### src/rtl/collatz_sweep.sv
// Sweep sequencer for the collatz range block: runs windows, reads back counts, streams (n, count) and tracks the sweep max.
// Optional done-wait watchdog: define COLLATZ_SWEEP_WATCHDOG_EN.
module collatz_sweep #(
    parameter int unsigned RAM_WORDS      = 16,
    parameter int unsigned RAM_ADDR_BITS  = 4,
    parameter int unsigned TIMEOUT_CYCLES = 65535
) (
    input  logic        clk,
    input  logic        reset_n,
    input  logic        cmd_valid,
    output logic        cmd_ready,
    input  logic [31:0] cmd_base,
    input  logic [15:0] cmd_windows,
    output logic        r_go,
    output logic [31:0] r_start,
    input  logic        r_done,
    input  logic [15:0] r_count,
    output logic        res_valid,
    input  logic        res_ready,
    output logic [31:0] res_n,
    output logic [15:0] res_count,
    output logic [31:0] max_n,
    output logic [15:0] max_count,
    output logic        busy,
    output logic        sweep_done,
    output logic        timeout
);

    typedef enum logic [2:0] {
        S_IDLE,
        S_GO,
        S_ARM,
        S_WAIT,
        S_READ,
        S_EMIT,
        S_FINISH
    } state_t;

    localparam logic [RAM_ADDR_BITS-1:0] LAST_IDX   = RAM_ADDR_BITS'(RAM_WORDS - 1);
    localparam logic [31:0]              WIN_STRIDE = 32'(RAM_WORDS);

    state_t                   state;
    logic [31:0]              base;
    logic [15:0]              windows;
    logic [15:0]              win;
    logic [RAM_ADDR_BITS-1:0] idx;
    logic                     last_win;

    assign last_win = (win == windows - 16'd1);

`ifdef COLLATZ_SWEEP_WATCHDOG_EN
    logic [31:0] wd_cnt;
    logic        timeout_q;

    assign timeout = timeout_q;
`else
    // Watchdog not built: the limit only matters when it is.
    logic unused_tmo;

    assign timeout    = 1'b0;
    assign unused_tmo = ^32'(TIMEOUT_CYCLES);
`endif

    // Sequencer state and all registered outputs.
    always_ff @(posedge clk or negedge reset_n) begin
        if (!reset_n) begin
            state      <= S_IDLE;
            base       <= '0;
            windows    <= '0;
            win        <= '0;
            idx        <= '0;
            cmd_ready  <= 1'b1;
            r_go       <= 1'b0;
            r_start    <= '0;
            res_valid  <= 1'b0;
            res_n      <= '0;
            res_count  <= '0;
            max_n      <= '0;
            max_count  <= '0;
            busy       <= 1'b0;
            sweep_done <= 1'b0;
`ifdef COLLATZ_SWEEP_WATCHDOG_EN
            wd_cnt     <= '0;
            timeout_q  <= 1'b0;
`endif
        end else begin
            r_go       <= 1'b0;
            sweep_done <= 1'b0;
            case (state)
                S_IDLE: begin
                    if (cmd_valid) begin
                        base      <= cmd_base;
                        windows   <= cmd_windows;
                        win       <= '0;
                        idx       <= '0;
                        max_n     <= '0;
                        max_count <= '0;
                        cmd_ready <= 1'b0;
                        busy      <= 1'b1;
`ifdef COLLATZ_SWEEP_WATCHDOG_EN
                        timeout_q <= 1'b0;
`endif
                        if (cmd_windows == 16'd0) begin
                            state      <= S_FINISH;
                            sweep_done <= 1'b1;
                        end else begin
                            state   <= S_GO;
                            r_go    <= 1'b1;
                            r_start <= cmd_base;
                        end
                    end
                end
                S_GO: begin
                    // Range has latched start; from here on r_start is the read address.
                    state   <= S_ARM;
                    r_start <= 32'(idx);
`ifdef COLLATZ_SWEEP_WATCHDOG_EN
                    wd_cnt  <= '0;
`endif
                end
                S_ARM: begin
                    state <= S_WAIT;
                end
                S_WAIT: begin
                    if (r_done) begin
                        state <= S_READ;
                    end
`ifdef COLLATZ_SWEEP_WATCHDOG_EN
                    else if (wd_cnt >= 32'(TIMEOUT_CYCLES)) begin
                        // Give up on this window and move on as if its last result was taken.
                        timeout_q <= 1'b1;
                        if (!last_win) begin
                            win     <= win + 16'd1;
                            base    <= base + WIN_STRIDE;
                            idx     <= '0;
                            state   <= S_GO;
                            r_go    <= 1'b1;
                            r_start <= base + WIN_STRIDE;
                        end else begin
                            state      <= S_FINISH;
                            sweep_done <= 1'b1;
                        end
                    end else begin
                        wd_cnt <= wd_cnt + 32'd1;
                    end
`endif
                end
                S_READ: begin
                    res_n     <= base + 32'(idx);
                    res_count <= r_count;
                    res_valid <= 1'b1;
                    if (r_count > max_count) begin
                        max_count <= r_count;
                        max_n     <= base + 32'(idx);
                    end
                    state <= S_EMIT;
                end
                S_EMIT: begin
                    if (res_ready) begin
                        res_valid <= 1'b0;
                        if (idx != LAST_IDX) begin
                            idx     <= idx + 1'b1;
                            r_start <= 32'(idx) + 32'd1;
                            state   <= S_READ;
                        end else if (!last_win) begin
                            win     <= win + 16'd1;
                            base    <= base + WIN_STRIDE;
                            idx     <= '0;
                            state   <= S_GO;
                            r_go    <= 1'b1;
                            r_start <= base + WIN_STRIDE;
                        end else begin
                            state      <= S_FINISH;
                            sweep_done <= 1'b1;
                        end
                    end
                end
                S_FINISH: begin
                    state     <= S_IDLE;
                    cmd_ready <= 1'b1;
                    busy      <= 1'b0;
                end
                default: begin
                    state <= S_IDLE;
                end
            endcase
        end
    end

endmodule
### config.mk
export PLATFORM = sky130hd
export DESIGN_NAME = collatz_sweep
export DESIGN_NICKNAME = d
export VERILOG_FILES = /design/src/rtl/collatz_sweep.sv
export SDC_FILE = /design/constraint.sdc
export NUM_CORES = 1
export LEC_CHECK = 0
export ABC_AREA = 1
export ABC_CLOCK_PERIOD_IN_PS = 2400
export CAP_MARGIN = 20
export CORE_UTILIZATION = 55
export DETAILED_ROUTE_END_ITERATION = 8
export DONT_BUFFER_PORTS = 1
export GPL_TIMING_DRIVEN = 0
export PLACE_DENSITY = 0.72
export SYNTH_ARGS = -nofsm -noshare
export SYNTH_HDL_FRONTEND = slang
export SYNTH_SLANG_ARGS = --single-unit
export TNS_END_PERCENT = 30
### constraint.sdc
create_clock -name clk -period 2.4 [get_ports clk]
set_clock_uncertainty 0.05 [all_clocks]
set_input_delay 0.12 -clock clk [delete_from_list [all_inputs] [get_ports clk]]
set_output_delay 0.12 -clock clk [all_outputs]
set_load 0.01 [all_outputs]
==> results.md <==
* DRT iter0 DRCs at 1131
* Std-Cell Rows at 53
* Yosys reg bits at 204
* Pin count of the biggest net entering global routing at 205
* Routed WL per cell at 18.6 um
* Clock-pin slew on the worst setup and hold paths at around 0.060 ns
* Post-Syn Nets at ~1700
* Total I/O pin count at 203
* Worst Setup Start Kind: flop
* Antenna violations before repair at 0
* Post-Syn Instances at approximately 1700
* Setup TNS at 0 ns
* Final Critical Period at 2.37 ns
* CTS tree: yes
* Period utilization at 98.7%
* Filler cells at 1755
* N_diodes at 0
* Clock Path Buffers at 3
* IO buf count at 0
* FMAX at 422 MHz
* Vias in the first global route at 11400
* Failing checks: hold timing
* Post-Syn Area per Cell at 7.19 um2
* Async S/R FF share, synth at 100%
* Tightest Pin Transition at 0.733 ns
* Crit end category: flop
* Setup CP Type: reg2reg
* Most used DFF post-synth: dfrtp_1
* Worst Path Required at 2.76 ns
* Worst slew margin at 51.1%
* CTS H-tree depth at 1
* YS warnings at 0
* Post-route antenna net violation count at 0
* Max Cap Viol at 0
* Final WL at 38.6 mm
* Half-perimeter wire length after placement at roughly 28 mm
* Gr usage total at 34.2%
* Cts bufs inserted at 23
* Routability congestion estimate at 0.984
* Crit path DAT at 2.73 ns
* Drt drc at 0
* Hold-fix buffers, CTS at 75
* Cell area after synthesis at 11900 um2
* Area growth, synth to finish at 22.7%
* Worst-path fanout max at 8
* # placed instances at 1928
* Final Util at 69.2%
* Die height at 149 um
* EDFF count, synth at 0
* Final hold vios at around 200
* Clock Sinks at ~200
* First-pass GRT wire length at around 60 mm
* DR pass1 iterations at 5
* Via count at 12000
* Total Power at around 17 mW
* Hold_ws at -0.757 ns
* Layout Nets at 1876
* Routed vias/inst at roughly 5.8
* Core Area at ~21000 um2
* Final cell count without fillers at 2073
* Skew-Pair Late Insertion Delay at 0.52 ns
* PD cells at 1180 nW/um2
* Register area share after synthesis at 42.9%
* Die area at between 20000 and 25000 um2
* GRT overflow at 0
* Commonest non-fill, non-tap cell in the layout: nand2_1
* Unrepaired setup endpoints after global routing: yes
* Ratio of cells with drive above 1 in the final layout at 13.3%
* Status: complete, but fails checks
* Fin. max-slew vios at 0
* Most frequent cells in the layout: nand2_1, dfrtp_1, nand3_1
* Leakage at approximately 7.3 nW
* VDD IR max at 1.03 mV
* Initial Util at 56.4%
* Final setup viols at 0
* Die width at 149 um
* R2R cell count at 16
* CTS Root Cell: clkbuf_16
* Worst min path class: in2async
* Yosys cell types at 47
[kinds of logic (layout without fill, tap and decap cells)]
| group | Yosys count | count (layout) | synth area share (%) |
|---|---|---|---|
| other | 1 | 1 | 0.0315 |
| flip-flops | 204 | 204 | 42.9 |
| adder cells (fa/ha/maj) | 25 | 25 | 2.69 |
| XOR/XNOR | 37 | 37 | 2.72 |
| AND/OR/NAND/NOR | 981 | 981 | 35.4 |
| AO/OA/AOI/OAI | 171 | 171 | 8.15 |
| buffers and inverters | 234 | 379 | 8.05 |
[repair_timing]
item / CTS / global route
pin swaps: 6 / 45
endpoints found under the setup margin: 141 / 154
hold endpoints to repair: 322 / 204
setup buffers: 5 / 22
cloned: 0 / 3
gates resized for setup: 46 / 144
[synthesized netlist by cell type, drive strengths merged (23+ instances only)]
cell type	count	area [um2]
nand2	577	2170
nor3	23	120
xor2	28	245
nand4	59	369
a21oi	34	174
inv	159	597
dfrtp	203	5080
o21ai	85	425
ha	24	300
buf	31	195
clkbuf	44	165
nand3	177	916
nor2	132	543
[critical path, stage by stage (launching register included)]
cell and delay [ns]:
dfrtp_1 0.38, inv_2 0.08, ha_4 0.18, buf_4 0.15, xnor2_1 0.11, nand2_1 0.05
nand2_1 0.09, nor2_2 0.11, nand2_2 0.06, nor2_1 0.12, nand2_1 0.10, nor2_4 0.14
nand3_4 0.14, buf_12 0.20, clkbuf_16 0.16, nand3_2 0.07, nand2_1 0.06
[per-stage QoR]
| step | worst slack, ns | instance area (um2) |
|---|---|---|
| CTS | -0.0604 | 13900 |
| global route | -0.0582 | 14600 |
| finish | 0.0311 | 14600 |
| floorplan | 0.268 | 11900 |
| global placement | -0.400 | 12200 |
| detailed placement | -0.483 | 12200 |
[report_power, final]
| part | leakage [nW] | internal (mW) | switching, mW |
|---|---|---|---|
| logic | 4.25 | 2.63 | 4.63 |
| clock network | 0.366 | 2.07 | 1.43 |
| registers | 2.64 | 4.76 | 1.77 |
[routing by layer]
metal	routed length (um)	global-route usage, %	share of wire, %	vias up
met5	0	0	0	-
met4	1040	9.29	2.7	0
met3	4280	7.61	11	89
met2	17100	52.6	44	649
met1	16200	48.4	42	5659
li1	-	-	-	5611
[flip-flops by register name, summed over array words and instances, names as in the netlist, 3 cells and up]
| signal | flops |
|---|---|
| max_n | 32 |
| state | 3 |
| res_n | 32 |
| idx | 4 |
| max_count | 16 |
| win | 16 |
| r_start | 32 |
| res_count | 16 |
| windows | 16 |
| base | 32 |
[area by class of cell]
class                   instances  area [um2]  share of cell area [%]
clock buffers                  33         643                    4.41
inverters                     159         601                    4.12
multi-input cells            1215        6310                    43.2
well taps                     275         344                    2.36
repair buffers                105        1040                    7.16
plain buffers                  74         440                    3.02
flip-flops and latches        204        5120                    35.1
clock inverters                 8        93.8                   0.643
[final timing paths]
| kind | from | endpoint | slack [ns] |
|---|---|---|---|
| worst max-delay path | windows[0] | r_start[30] | 0.03 |
| worst min-delay path | reset_n | res_count[4] | -0.76 |
| worst max register to register | windows[0] | r_start[30] | 0.03 |
| worst min register to register | cmd_ready | cmd_ready | 0.44 |
| max in group asynchronous | reset_n | base[4] | 2.72 |
| min in group clk | cmd_valid | state[2] | 0.06 |
No activity file was read; power rests on OpenSTA's default activity.
